`config.mk`:
```
export PLATFORM = sky130hd
export DESIGN_NAME = sound_cmd_mailbox
export DESIGN_NICKNAME = d
export VERILOG_FILES = /design/src/rtl/sound_cmd_mailbox.sv
export SDC_FILE = /design/constraint.sdc
export NUM_CORES = 1
export LEC_CHECK = 0
export ABC_AREA = 1
export CAP_MARGIN = 20
export CORE_MARGIN = 2
export CORE_UTILIZATION = 54
export DETAILED_ROUTE_END_ITERATION = 8
export GPL_ROUTABILITY_DRIVEN = 0
export PLACE_DENSITY = 0.79
export SYNTH_ARGS = -nofsm -noshare
export SYNTH_HDL_FRONTEND = slang
export SYNTH_SLANG_ARGS = --single-unit
```
`constraint.sdc`:
```
create_clock -name CLK -period 2 [get_ports CLK]
set_input_delay 0.5 -clock CLK [delete_from_list [all_inputs] [get_ports CLK]]
set_output_delay 0.5 -clock CLK [all_outputs]
set_load 0.005 [all_outputs]
```
`src/rtl/sound_cmd_mailbox.sv`:
```
// Sound command mailbox: 68k->Z80 command FIFO with NMI sequencing, and a
// single-entry Z80->68k reply latch. Z80 strobes arrive asynchronously and
// act on their rising (end-of-access) edge after synchronisation.
//
// state  | meaning
// -------+-----------------------------------------------------------
// IDLE   | no NMI pending; waits for enable and a queued command
// ASSERT | nZ80NMI held low until the Z80 reads the command port
// GAP    | nZ80NMI held high NMI_GAP cycles so the next NMI is a new edge
module sound_cmd_mailbox #(
    parameter int FIFO_DEPTH = 4,
    parameter int NMI_GAP    = 8
) (
    input  logic                          CLK,
    input  logic                          nRESET,
    input  logic                          M68K_CMD_WR,
    input  logic [7:0]                    M68K_DATA_IN,
    input  logic                          M68K_REPLY_RD,
    output logic [7:0]                    M68K_REPLY,
    output logic                          REPLY_VALID,
    input  logic                          nSDZ80R,
    input  logic                          nSDZ80W,
    input  logic                          nSDZ80CLR,
    input  logic [7:0]                    SDD_IN,
    output logic [7:0]                    SDD_OUT,
    input  logic                          NMI_EN_SET,
    input  logic                          NMI_EN_CLR,
    output logic                          nZ80NMI,
    output logic [$clog2(FIFO_DEPTH):0]   CMD_COUNT,
    output logic                          CMD_OVERFLOW
);

    localparam int AW = $clog2(FIFO_DEPTH);
    localparam int CW = AW + 1;
    localparam int GW = $clog2(NMI_GAP + 1);

    typedef enum logic [1:0] {
        ST_IDLE,
        ST_ASSERT,
        ST_GAP
    } state_t;

    // bit 0: nSDZ80R, bit 1: nSDZ80W, bit 2: nSDZ80CLR
    logic [2:0]    strobe_s1;
    logic [2:0]    strobe_s2;
    logic [2:0]    strobe_d;
    logic [2:0]    strobe_rise;
    logic          rd_rise;
    logic          wr_rise;
    logic          clr_rise;

    logic [7:0]    mem [FIFO_DEPTH];
    logic [AW-1:0] wr_ptr;
    logic [AW-1:0] rd_ptr;
    logic [AW-1:0] rd_ptr_nxt;
    logic [CW-1:0] count_q;
    logic [7:0]    head_q;
    logic          fifo_full;
    logic          fifo_empty;
    logic          do_pop;
    logic          do_push;

    logic [7:0]    capture_q;
    logic          nmi_en_q;
    logic          nmi_en_nxt;
    state_t        state;
    logic [GW-1:0] gap_cnt;

    // Two-flop synchronisers plus a delayed copy for end-of-strobe detection
    always_ff @(posedge CLK or negedge nRESET) begin
        if (!nRESET) begin
            strobe_s1 <= '1;
            strobe_s2 <= '1;
            strobe_d  <= '1;
        end else begin
            strobe_s1 <= {nSDZ80CLR, nSDZ80W, nSDZ80R};
            strobe_s2 <= strobe_s1;
            strobe_d  <= strobe_s2;
        end
    end

    assign strobe_rise = strobe_s2 & ~strobe_d;
    assign rd_rise     = strobe_rise[0];
    assign wr_rise     = strobe_rise[1];
    assign clr_rise    = strobe_rise[2];

    // A pop frees a slot first, so a push into a full queue in the same cycle fits
    assign fifo_full  = (count_q == CW'(FIFO_DEPTH));
    assign fifo_empty = (count_q == '0);
    assign do_pop     = rd_rise && !fifo_empty;
    assign do_push    = M68K_CMD_WR && (!fifo_full || do_pop);
    assign rd_ptr_nxt = rd_ptr + AW'(1);

    // Queue storage needs no reset; validity is tracked by count_q
    always_ff @(posedge CLK) begin
        if (do_push) begin
            mem[wr_ptr] <= M68K_DATA_IN;
        end
    end

    // Pointers, occupancy, registered head and sticky overflow
    always_ff @(posedge CLK or negedge nRESET) begin
        if (!nRESET) begin
            wr_ptr       <= '0;
            rd_ptr       <= '0;
            count_q      <= '0;
            head_q       <= 8'h00;
            CMD_OVERFLOW <= 1'b0;
        end else begin
            if (do_push) begin
                wr_ptr <= wr_ptr + AW'(1);
            end
            if (do_pop) begin
                rd_ptr <= rd_ptr_nxt;
            end
            if (do_push && !do_pop) begin
                count_q <= count_q + CW'(1);
            end else if (do_pop && !do_push) begin
                count_q <= count_q - CW'(1);
            end
            if (do_pop) begin
                if (count_q > CW'(1)) begin
                    head_q <= mem[rd_ptr_nxt];
                end else if (do_push) begin
                    head_q <= M68K_DATA_IN;
                end
            end else if (do_push && fifo_empty) begin
                head_q <= M68K_DATA_IN;
            end
            if (M68K_CMD_WR && !do_push) begin
                CMD_OVERFLOW <= 1'b1;
            end
        end
    end

    assign SDD_OUT   = head_q;
    assign CMD_COUNT = count_q;

    // Clear beats set when both pulse together
    assign nmi_en_nxt = NMI_EN_CLR ? 1'b0 : (NMI_EN_SET ? 1'b1 : nmi_en_q);

    // NMI enable register
    always_ff @(posedge CLK or negedge nRESET) begin
        if (!nRESET) begin
            nmi_en_q <= 1'b0;
        end else begin
            nmi_en_q <= nmi_en_nxt;
        end
    end

    // NMI sequencer; the gap exit re-arms directly so the high time is exactly NMI_GAP
    always_ff @(posedge CLK or negedge nRESET) begin
        if (!nRESET) begin
            state   <= ST_IDLE;
            nZ80NMI <= 1'b1;
            gap_cnt <= '0;
        end else begin
            unique case (state)
                ST_IDLE: begin
                    if (nmi_en_nxt && !fifo_empty) begin
                        state   <= ST_ASSERT;
                        nZ80NMI <= 1'b0;
                    end
                end
                ST_ASSERT: begin
                    if (do_pop || !nmi_en_nxt) begin
                        state   <= ST_GAP;
                        nZ80NMI <= 1'b1;
                        gap_cnt <= GW'(NMI_GAP - 1);
                    end
                end
                ST_GAP: begin
                    if (gap_cnt == '0) begin
                        if (nmi_en_nxt && !fifo_empty) begin
                            state   <= ST_ASSERT;
                            nZ80NMI <= 1'b0;
                        end else begin
                            state <= ST_IDLE;
                        end
                    end else begin
                        gap_cnt <= gap_cnt - GW'(1);
                    end
                end
                default: begin
                    state   <= ST_IDLE;
                    nZ80NMI <= 1'b1;
                end
            endcase
        end
    end

    // Track the Z80 data bus while its write strobe is low; last value is committed
    always_ff @(posedge CLK or negedge nRESET) begin
        if (!nRESET) begin
            capture_q <= 8'h00;
        end else if (!strobe_s2[1]) begin
            capture_q <= SDD_IN;
        end
    end

    // Reply latch: Z80 write beats clear and beats the 68k read acknowledge
    always_ff @(posedge CLK or negedge nRESET) begin
        if (!nRESET) begin
            M68K_REPLY  <= 8'h00;
            REPLY_VALID <= 1'b0;
        end else if (wr_rise) begin
            M68K_REPLY  <= capture_q;
            REPLY_VALID <= 1'b1;
        end else if (clr_rise) begin
            M68K_REPLY  <= 8'h00;
            REPLY_VALID <= 1'b0;
        end else if (M68K_REPLY_RD) begin
            REPLY_VALID <= 1'b0;
        end
    end

endmodule
```
==> results by stage, run 1 <==
Setup path:
- The capturing element type of the critical path is an output port.
- Among cell families on the critical path, the largest total delay comes from flip-flops.
- The most critical setup path has its endpoint at nZ80NMI.
- For this run, the slowest stage of the critical path takes around 0.54 ns.
- The total stage count of the critical path is 1.
- The largest fanout on the critical path is 2.
- The required time of the worst setup path is 1.50 ns.
- In this run the critical register-to-register path is launched from CMD_COUNT[1].
- Walking the worst path, the cells encountered are clkdlybuf4s50_1.
- The register-to-register path setup slack is 0.17 ns.
- The reg-to-reg endpoint is CMD_COUNT[2].
- The startpoint-to-endpoint class of the critical path is reg2out.
- Tracing the worst setup path back leads to its startpoint at nZ80NMI.
- The buffering stage count on the worst path with inverters included is 1.
- The slowest stage cell on the critical path is sky130_fd_sc_hd__dfstp_2.
- The kind of start point of the critical path is a register.
- The number of cells on the worst reg-to-reg path is 11.
- The worst endpoint data arrival time is 1.38 ns.

STA:
- Setup repair after global routing left no endpoint under its margin.
- Setup violations remaining at the end of the flow were counted as 0.
- The highest clock frequency the design can meet is around 530 MHz.
- In this run the tightest slew margin relative to its limit is 0.571.
- The worst-margin pin slew is roughly 0.64 ns.
- The accumulated negative setup slack is 0 ns.
- In the finished design, the share of the clock period the worst path needs comes to 0.939.
- Between clock sinks in the finished design, the worst skew comes to 0.00898 ns.
- The number of max-slew violations in the final report is 0.
- The count of endpoints failing hold in the final timing report is 0.
- The worst setup margin is 0.123 ns.
- After layout, the minimum clock period comes to 1.88 ns.

Logic synthesis:
- The number of nets produced by synthesis is around 390.
- The fraction of registers with async set/reset is 0.610.
- The cell count after synthesis came out at 351.
- The fraction of synthesized cell area taken by the top area cell type is 0.284.
- Among all cell types in the netlist, the one instantiated most often is sky130_fd_sc_hd__nand2_1.
- After synthesis, the cell types taking the most area are sky130_fd_sc_hd__dfrtp_1 (28%), sky130_fd_sc_hd__edfxtp_1 (27%), sky130_fd_sc_hd__nand2_1 (8.6%).
- The cell area that synthesis handed to floorplanning was between 3000 and 4000 um2.
- The dominant cell type by area after synthesis is sky130_fd_sc_hd__dfrtp_1.
- After synthesis the netlist holds a flip-flop and latch count of 82.
- The sequential fraction of the synthesis area is 0.631.
- Synthesis instantiated 26 different standard cells from the library.
- The dominant synthesized flop cell is sky130_fd_sc_hd__dfrtp_1.
- In the synthesized netlist, the cells that appear most often are sky130_fd_sc_hd__nand2_1 (81), sky130_fd_sc_hd__inv_1 (57), sky130_fd_sc_hd__nor2_1 (41).
- The number of enable flip-flop cells after synthesis is 32.
- Yosys printed 0 warnings.
- The synthesized area per cell is approximately 10 um2.

Power and ir drop:
- The power density of the placed cells is around 1300 nW/um2.
- The share of total power dissipated in the clock network is 0.219.
- Of the total power, registers draw 0.424.
- Of the total power, the share spent switching nets is 0.345.
- The worst IR drop on VDD is slightly above 800 uV.
- Of the total power, combinational logic draws 0.357.
- The static leakage is 2.05 nW.
- The internal power contribution is 3.73 mW.
- Summed over all nets, the switching power comes to 1.97 mW.

Die:
- The initial utilization of the core area, before any placement, comes to 0.558.
- The die outline height is 84.8 um.
- The floorplan die area is between 7000 and 8000 um2.
- The initialized floorplan defines 29 standard-cell rows.
- From left edge to right edge, the die measures 84.8 um.
- During I/O placement, the number of pins put on the boundary was 47.
- The region available for standard cell placement spans about 6300 um2.

Place:
- The total placed cells including tap cells is 483.
- Detailed placement finished with a half-perimeter wire length of 4780 um.
- The worst setup slack before clock tree synthesis is 0.000340 ns.
- During placement, the flow inserted port buffers numbering 46.

Clock network:
- TritonCTS built the clock tree.
- After clock tree synthesis, the clock-pin slew on the worst setup and hold paths is 0.08 ns.
- The maximum buffer depth of the clock tree is 2.
- Clock tree synthesis selected as its root buffer the cell sky130_fd_sc_hd__clkbuf_8.
- The clock latency of the later-clocked register in the worst-skew pair is 0.34 ns.
- In this run, CTS created clock tree buffers numbering 9.
- In this run the number of H-tree levels came out at 3.
- The clock sink count is between 80 and 90.
- The number of hold buffers added after cts is 0.

Route:
- The first detailed-routing pass took 4 iterations.
- Once detail routing completed, the nets flagged for antenna violations numbered 0.
- The number of remaining DRC errors is 0.
- The routed design has 6700 um of wire.
- The overall via count from detail_route is 2,450.
- The routed via count divided by cell count is roughly 4.9.
- The first-iteration detailed-routing DRC count is 214.
- Dividing the detail-routed wire length by the instance count gives between 10 and 15 um.

GRT:
- The number of global-route vias before repair is ~2,400.
- The global-route congestion overflow total is 0.
- The first-pass GRT wire length is approximately 11,000 um.
- The initial antenna violation count is 0.
- The largest net degree at the start of global routing is 23.
- The global router's overall resource usage is 0.203.

Final layout:
- The layout has between 400 and 500 filler cells.
- 0 antenna diodes ended up in the layout.
- The number of nets in the final layout is 453.
- Compared with the post-synthesis result, the final layout area differs by 24.2%.
- The finished layout holds 499 standard cells, fillers aside.
- The share of post-route cells with drive strength above 1 is 0.137.
- The end-of-flow core utilization is 0.693.

Hold path:
- The tightest min-delay check is of the in2async type.

Status:
- The run finished with clean final reports.

Run:
- The count of maximum capacitance violations is 0.
## registers in the layout, indices dropped and copies added, names as in the netlist
| name | cells |
|---|---|
| CMD_COUNT | 3 |
| CMD_OVERFLOW | 1 |
| M68K_REPLY | 8 |
| REPLY_VALID | 1 |
| SDD_OUT | 8 |
| capture_q | 8 |
| gap_cnt | 4 |
| mem | 32 |
| nZ80NMI | 1 |
| nmi_en_q | 1 |
| rd_ptr | 2 |
| state | 2 |
| strobe_d | 3 |
| strobe_s1 | 3 |
| strobe_s2 | 3 |
| wr_ptr | 2 |
## metal layers
layer,wire length [um],vias to the layer above,global-route usage
met5,0,-,0
met4,114,0,0.0736
met3,338,13,0.0501
met2,3270,67,0.327
met1,2970,1131,0.269
li1,-,1239,-
## layout by cell type, fill, tap and decap left out, drive strengths merged, types with 8 or more instances in the layout
| master | n |
|---|---|
| edfxtp | 32 |
| o22ai | 8 |
| o21ai | 10 |
| dfstp | 10 |
| a21oi | 14 |
| ha | 11 |
| nand3 | 20 |
| clkdlybuf4s50 | 45 |
| nor2 | 43 |
| inv | 60 |
| nand2 | 93 |
| dfrtp | 40 |
| buf | 12 |
| clkbuf | 12 |
## cell families after synthesis
group	count (synthesis)	share of synthesized area
AND/OR/NAND/NOR	156	0.192
flip-flops	82	0.631
buffers and inverters	62	0.0671
AO/OA/AOI/OAI	34	0.0558
adder cells (fa/ha/maj)	11	0.0391
XOR/XNOR	6	0.0149
## power by group through the flow
stage | clock network, mW | logic (mW) | registers, mW
after global placement | 0 | 1.92 | 2.43
after CTS | 1.26 | 2.02 | 2.41
final | 1.24 | 2.04 | 2.42
after global routing | 1.34 | 2.30 | 2.46
after detailed placement | 0 | 2.00 | 2.45
after floorplan | 0 | 1.20 | 2.41
## worst min-delay path by stage
stage,startpoint,cells after the start,slack (ns),end
6_report,nRESET,1,0.1,M68K_REPLY[0]
5_1_grt,nRESET,1,0.12,M68K_REPLY[7]
4_1_cts,nRESET,1,0.10,M68K_REPLY[0]
3_5_place_dp,strobe_s1[2],0,0.35,strobe_s2[2]
3_3_place_gp,strobe_s1[2],0,0.35,strobe_s2[2]
2_1_floorplan,nRESET,0,0.20,CMD_COUNT[0]
## through the flow
| step | instance area (um2) | total power [mW] | hold slack, ns |
|---|---|---|---|
| 3_3_place_gp | 4150 | 4.35 | 0.346 |
| 4_1_cts | 4360 | 5.70 | 0.103 |
| 6_report | 4380 | 5.70 | 0.0982 |
| 5_1_grt | 4380 | 6.10 | 0.123 |
| 3_5_place_dp | 4150 | 4.44 | 0.347 |
| 2_1_floorplan | 3520 | 3.61 | 0.204 |
## cell type report
class / count / area, um2 / area share
Sequential cell: 82 / 2220 / 0.508
Multi-Input combinational cell: 207 / 1070 / 0.246
Timing Repair Buffer: 57 / 538 / 0.123
Inverter: 60 / 228 / 0.0520
Clock buffer: 12 / 166 / 0.0380
Tap cell: 77 / 96.3 / 0.0220
Clock inverter: 4 / 47.5 / 0.0109
## repair_timing
action	CTS	global route
setup buffers	0	0
resized for setup	0	3
endpoints found under the setup margin	0	9
Power figures use the tool's default switching activity.
==> run 2: changes to the inputs <==
==> constraint.sdc (replaced) <==
create_clock -name CLK -period 2.05 [get_ports CLK]
set_input_delay 0.5125 -clock CLK [delete_from_list [all_inputs] [get_ports CLK]]
set_output_delay 0.5125 -clock CLK [all_outputs]
set_load 0.005 [all_outputs]
==> results by stage, run 2 (synthesized netlist as in run 1, its figures left out) <==
Clock network:
- The maximum buffer depth of the clock tree is 2 (unchanged).
- TritonCTS built the clock tree.
- The number of hold buffers added after cts is 0 (unchanged).
- The deepest level of the CTS H-tree is 3 (unchanged).
- The cell at the root of the clock tree is sky130_fd_sc_hd__clkbuf_8.
- The clock latency of the later-clocked register in the worst-skew pair is 0.36 ns (+0.02 ns).
- The clock-pin slew on the worst setup and hold paths is 0.08 ns (about the same).
- The number of buffers inserted during clock tree synthesis is 9 (unchanged).
- The clock sink count is 82 (unchanged).

Route:
- The number of optimization iterations in the first detailed-route pass is 4 (unchanged).
- The number of nets with antenna violations after detailed routing was 0 (unchanged).
- The number of remaining DRC errors is 0 (unchanged).
- The final routed wire length divided by cell count came to 13.9 um (+3.6%).
- The routed via count divided by cell count was 4.94 (+0.57%).
- The total routed wirelength came to 6920 um (+3.4%).
- The first-iteration detailed-routing DRC count is 164 (-23%).
- The overall via count from detail_route is 2,459 (+0.37%).

Final layout:
- The post-route cell area is 4350 um2 (-0.51%).
- The end-of-flow core utilization is 0.689 (-0.00357).
- The top cell types in the final layout, fill and taps aside, are sky130_fd_sc_hd__nand2_1 (81), sky130_fd_sc_hd__inv_1 (57), sky130_fd_sc_hd__clkdlybuf4s50_1 (45).
- The share of post-route cells with drive strength above 1 is 0.135 (-0.00205).
- The number of non-filler instances in the completed layout is 498 (-0.20%).
- The number of nets in the final layout is 452 (-0.22%).
- The library cell used most frequently in the layout, excluding fill and tap cells, is sky130_fd_sc_hd__nand2_1.
- The antenna diode count is 0 (unchanged).
- The synthesis-to-finish area growth is 23.5%.
- More flip-flops sit in one register than any other, and that register is mem.
- The number of flip-flops under the largest register name was 32 (unchanged).

Power and ir drop:
- The share of power burned in combinational logic is 0.358 (about the same).
- The share of total power in the clock network is 0.209 (-0.010).
- The internal power contribution was 3.50 mW (-6.1%).
- The worst IR drop on VDD is 765 uV (-6.6%).
- The static leakage is 2.04 nW (-0.34%).
- The switching part of the total power is 0.357 (+0.0118).
- The net switching power of the design is 1.94 mW (-1.1%).
- The power density of the placed cells was 1250 nW/um2 (-3.9%).
- The sequential share of power is 0.433 (+0.009).
- The post-route total power came to 5.45 mW (-4.4%).

STA:
- The share of the clock period used by the worst path is 0.928.
- The highest clock frequency the design can meet is 525 MHz.
- The hold slack is 0.0231 ns (-0.0751 ns).
- The worst setup margin was 0.147 ns (+0.0242 ns).
- The final count of negative-setup-slack endpoints is 0 (unchanged).
- The accumulated negative setup slack is 0 ns (unchanged).
- The worst clock skew was 0.00594 ns (-0.00304 ns).
- The worst slew margin relative to its limit is 0.566 (-0.00453).
- The post-route minimum period is 1.90 ns.
- The number of max-slew violations in the final report came to 0 (unchanged).
- The worst-margin pin slew is 0.646 ns (+0.00675 ns).
- The count of endpoints failing hold in the final timing report is 0 (unchanged).

Die:
- The die outline height is 84.8 um (unchanged).
- The floorplan die area is 7190 um2 (unchanged).
- The total core area is 6310 um2 (unchanged).
- The initial core utilization came to 0.558 (unchanged).
- The width of the die is 84.8 um (unchanged).
- The number of core rows is 29 (unchanged).
- The number of top-level design ports was 47 (unchanged).

Setup path:
- The largest fanout on the critical path was 9 (+7).
- The worst endpoint data arrival time came to 2.15 ns (+0.77 ns).
- The worst setup path is captured at a register.
- The required time of the worst setup path was 2.30 ns (+0.80 ns).
- The startpoint-to-endpoint class of the critical path is reg2reg.
- The worst setup path is launched from a register.

Place:
- The total placed cells including tap cells was 481 (-0.41%).
- The HPWL reported at the end of detailed placement came to 4880 um (+2.1%).
- The worst setup slack before clock tree synthesis is 0.0463 ns (+0.0460 ns).
- The count of port buffers added during placement is 46 (unchanged).
- The total cell area at the placement stage is 4150 um2 (about the same).

GRT:
- The initial antenna violation count is 0 (unchanged).
- The global router's overall resource usage is 0.211 (+0.00774).
- The first-pass GRT wire length came to 11,500 um (+2.1%).
- The global-route congestion overflow total came to 0 (unchanged).
- The number of global-route vias before repair is 2,473 (+1.1%).
- The largest net degree at the start of global routing is 25 (+8.7%).

Hold path:
- The tightest min-delay check is of the in2async type.

Status:
- The run finished with clean final reports.

Run:
- The count of maximum capacitance violations is 0 (unchanged).
run 2: metal layers:
layer  up-vias  GRT usage  share of wire
met4         0      0.113          0.023
met1      1156      0.278           0.46
li1       1239          -              -
met2        51      0.327           0.47
met3        13     0.0472          0.041
met5         -          0              0
run 2: critical path, stage by stage, from the launching register on:
cell and delay [ns]:
sky130_fd_sc_hd__dfrtp_1 0.44, sky130_fd_sc_hd__inv_1 0.13, sky130_fd_sc_hd__ha_2 0.22, sky130_fd_sc_hd__inv_1 0.05, sky130_fd_sc_hd__nor2_1 0.12, sky130_fd_sc_hd__nor2_2 0.08, sky130_fd_sc_hd__ha_1 0.22, sky130_fd_sc_hd__a21oi_4 0.31
sky130_fd_sc_hd__inv_4 0.10, sky130_fd_sc_hd__nand2_1 0.08, sky130_fd_sc_hd__nand2_1 0.06
run 2: layout make-up:
type | count | area (um2)
well taps | 77 | 96.3
multi-input cells | 207 | 1060
clock inverters | 5 | 33.8
inverters | 60 | 228
flip-flops and latches | 82 | 2220
repair buffers | 56 | 543
fillers | 494 | 1960
clock buffers | 11 | 163
run 2: worst paths after layout:
path / from / endpoint / slack (ns) / cells past startpoint
worst max register to register: CMD_COUNT[1] / SDD_OUT[6] / 0.15 / 10
worst min-delay path: nRESET / capture_q[1] / 0.02 / 1
min in group CLK: strobe_s1[2] / strobe_s2[2] / 0.36 / 0
max in group asynchronous: nRESET / strobe_s1[0] / 1.44 / 2
worst max-delay path: CMD_COUNT[1] / SDD_OUT[6] / 0.15 / 10
worst min register to register: strobe_s1[2] / strobe_s2[2] / 0.36 / 0
run 2: power by group through the flow:
| stage | Sequential (mW) | Clock, mW | Combinational [mW] |
|---|---|---|---|
| 2_1_floorplan | 2.35 | 0 | 1.18 |
| 3_3_place_gp | 2.38 | 0 | 1.85 |
| 3_5_place_dp | 2.39 | 0 | 1.94 |
| 4_1_cts | 2.36 | 1.16 | 1.95 |
| 5_1_grt | 2.40 | 1.23 | 2.22 |
| 6_report | 2.36 | 1.14 | 1.95 |
run 2: what timing repair did:
| action | 4_1_cts | 5_1_grt |
|---|---|---|
| setup buffers | 0 | 1 |
| resized for setup | 0 | 1 |
| endpoints found under the setup margin | 0 | 4 |
==> run 3: changes to the inputs <==
--- a/config.mk
+++ b/config.mk
@@ -8,10 +8,10 @@
 export ABC_AREA = 1
 export CAP_MARGIN = 20
 export CORE_MARGIN = 2
-export CORE_UTILIZATION = 54
+export CORE_UTILIZATION = 59
 export DETAILED_ROUTE_END_ITERATION = 8
 export GPL_ROUTABILITY_DRIVEN = 0
-export PLACE_DENSITY = 0.79
+export PLACE_DENSITY = 0.85
 export SYNTH_ARGS = -nofsm -noshare
 export SYNTH_HDL_FRONTEND = slang
 export SYNTH_SLANG_ARGS = --single-unit
==> constraint.sdc (replaced) <==
create_clock -name CLK -period 2.4 [get_ports CLK]
set_input_delay 0.6 -clock CLK [delete_from_list [all_inputs] [get_ports CLK]]
set_output_delay 0.6 -clock CLK [all_outputs]
set_load 0.005 [all_outputs]
==> results by stage, run 3 (synthesized netlist as in run 1, its figures left out) <==
Clock network:
- The number of hold buffers added after cts is 0 (unchanged).
- The number of instances resized during post-cts repair was 0 (unchanged).
- The TritonCTS clock tree is yes.
- The deepest level of the CTS H-tree is 3 (unchanged).
- The clock latency of the later-clocked register in the worst-skew pair was 0.34 ns (-0.02 ns).
- The clock-pin slew on the worst setup and hold paths is 0.08 ns (about the same).
- The clock sink count was 82 (unchanged).
- The cell at the root of the clock tree is sky130_fd_sc_hd__clkbuf_8.
- The post-CTS setup buffer count is 0 (unchanged).
- The number of buffers inserted during clock tree synthesis is 9 (unchanged).
- The maximum buffer depth of the clock tree is 2 (unchanged).

STA:
- The hold slack is 0.341 ns (+0.318 ns).
- The worst-margin pin slew is 0.631 ns (-0.0152 ns).
- The number of max-slew violations in the final report is 0 (unchanged).
- The worst slew margin relative to its limit was 0.577 (+0.0102).
- The count of endpoints failing hold in the final timing report is 0 (unchanged).
- Setup repair after global routing left no endpoint under its margin.
- The highest clock frequency the design can meet is 488 MHz (-7.2%).
- The share of the clock period used by the worst path was 0.854 (-0.0742).
- The post-route minimum period came to 2.05 ns (+0.147 ns).
- The final count of negative-setup-slack endpoints is 0 (unchanged).
- The worst clock skew is 0.00454 ns (-0.00140 ns).
- The worst setup margin is 0.350 ns (+0.203 ns).
- The accumulated negative setup slack came to 0 ns (unchanged).

Setup path:
- The most critical setup path has its endpoint at CMD_COUNT[2].
- The startpoint-to-endpoint class of the critical path is reg2reg.
- STA classifies the critical path startpoint as a register.
- Tracing the worst setup path back leads to its startpoint at CMD_COUNT[0].
- The cell count of the worst reg-to-reg path is 11 (+1).
- Counting stages on the worst path, the most repeated cell is sky130_fd_sc_hd__inv_1.
- The reg-to-reg endpoint is CMD_COUNT[2].
- The dominant delay contributor by cell family on the critical path is adder cells.
- The worst stage delay on the critical path is 0.44 ns (about the same).
- The launch instance of the worst register-to-register path is CMD_COUNT[0].
- The total stage count of the critical path came to 11 (+1).
- The slowest stage cell on the critical path is sky130_fd_sc_hd__dfrtp_1.
- Walking the worst path, the cells encountered are inv_1 > ha_1 > nand3_1 > nand2_2 > inv_1 > ha_1 > nor2_1 > nor2_1 > o21ai_0 > xor2_1 > inv_1.
- The capturing element type of the critical path is a register.
- The buffering stage count on the worst path with inverters included is 3 (unchanged).
- The required time of the worst setup path is 2.64 ns (+0.34 ns).
- The largest fanout on the critical path is 7 (-2).
- The worst endpoint data arrival time came to 2.29 ns (+0.14 ns).
- The register-to-register path setup slack is 0.35 ns (+0.20 ns).

Place:
- The worst setup slack before clock tree synthesis is 0.252 ns (+0.206 ns).
- The HPWL reported at the end of detailed placement is 5090 um (+4.3%).
- The count of port buffers added during placement is 46 (unchanged).

Power and ir drop:
- The static leakage came to 2.01 nW (-1.4%).
- The power density of the placed cells is 1080 nW/um2 (-14%).
- The worst IR drop on VDD is 639 uV (-16%).

GRT:
- The number of global-route vias before repair came to 2,498 (+1.0%).
- The met2 track demand over resource came to 0.403 (+0.0761).
- The global-route met3 utilization is 0.0422 (-0.00498).
- The largest net degree at the start of global routing was 51 (+100%).
- The met1 capacity usage during global routing is 0.292 (+0.0143).
- The global-route congestion overflow total is 0 (unchanged).
- The first-pass GRT wire length came to 11,400 um (-1.4%).
- The layer flagged by global routing as most heavily used is met2.
- The initial antenna violation count came to 0 (unchanged).
- The global router's overall resource usage is 0.234 (+0.0235).

Route:
- The routed via count divided by cell count is 5.13 (+3.8%).
- The number of nets with antenna violations after detailed routing is 0 (unchanged).
- The total routed wirelength is 7130 um (+3.0%).
- The first-iteration detailed-routing DRC count came to 221 (+35%).
- The final routed wire length divided by cell count is 14.5 um (+4.4%).
- The overall via count from detail_route is 2,517 (+2.4%).
- The number of remaining DRC errors came to 0 (unchanged).
- The number of optimization iterations in the first detailed-route pass came to 7 (+3).

Final layout:
- The number of flip-flops under the largest register name was 32 (unchanged).
- The end-of-flow core utilization was 0.733 (+0.0434).
- The antenna diode count was 0 (unchanged).
- The number of nets in the final layout is 447 (-1.1%).
- Leaving out fill and tap cells, the most frequent cell in the layout is sky130_fd_sc_hd__nand2_1.
- The share of post-route cells with drive strength above 1 is 0.120 (-0.0152).
- The top cell types in the final layout, fill and taps aside, are sky130_fd_sc_hd__nand2_1 (81), sky130_fd_sc_hd__inv_1 (57), sky130_fd_sc_hd__clkdlybuf4s50_1 (45).
- The register with the most flip-flops in the final layout is mem.
- Compared with the post-synthesis result, the final layout area differs by 21.7%.

Die:
- The number of core rows is 28 (-3.4%).
- The number of top-level design ports came to 47 (unchanged).
- The initial core utilization is 0.602 (+0.0442).
- The width of the die is 81.3 um (-4.1%).
- The total core area was 5850 um2 (-7.3%).
- The die outline height is 81.3 um (-4.1%).
- The floorplan die area was 6610 um2 (-8.1%).

Hold path:
- The class of the most critical hold timing path is in2async.

Run:
- The count of maximum capacitance violations is 0 (unchanged).

Status:
- The run finished with clean final reports.
## run 3: cell count changes in the layout (fill, tap and decap cells not counted), sizes merged
cell | previous run | this run
buf | 11 | 6
clkbuf | 11 | 14
clkinvlp | 1 | 0
inv | 62 | 60
## run 3: worst min-delay path by stage
stage | depth (start not counted) | slack, ns | end
6_report | 2 | 0.34 | M68K_REPLY[0]
3_3_place_gp | 0 | 0.35 | strobe_s2[1]
2_1_floorplan | 0 | 0.30 | CMD_COUNT[0]
3_5_place_dp | 0 | 0.35 | strobe_s2[2]
4_1_cts | 2 | 0.36 | M68K_REPLY[0]
5_1_grt | 0 | 0.36 | strobe_s2[2]
## run 3: area by class of cell
cell class / instances / area (um2)
clock buffers: 14 / 176
fillers: 376 / 1560
clock inverters: 2 / 10.0
well taps: 75 / 93.8
inverters: 60 / 228
flip-flops and latches: 82 / 2220
repair buffers: 51 / 493
multi-input cells: 207 / 1060
## run 3: per-layer routing
metal | up-vias | part of all wire
met5 | - | 0
met4 | 0 | 0.016
met3 | 13 | 0.048
met2 | 73 | 0.52
met1 | 1209 | 0.41
li1 | 1222 | -
## run 3: power by group
part / internal (mW) / switching [mW] / leakage (nW)
clock network: 0.470 / 0.456 / 0.0999
logic: 0.677 / 0.973 / 1.03
registers: 1.82 / 0.236 / 0.877
total: 2.96 / 1.67 / 2.01
## run 3: per-stage QoR
stage,power (mW),area [um2],std cells
after floorplan,3.01,3520,351
after global placement,3.58,4100,475
after detailed placement,3.72,4100,475
after CTS,4.65,4290,491
after global routing,4.92,4290,491
final,4.63,4290,491
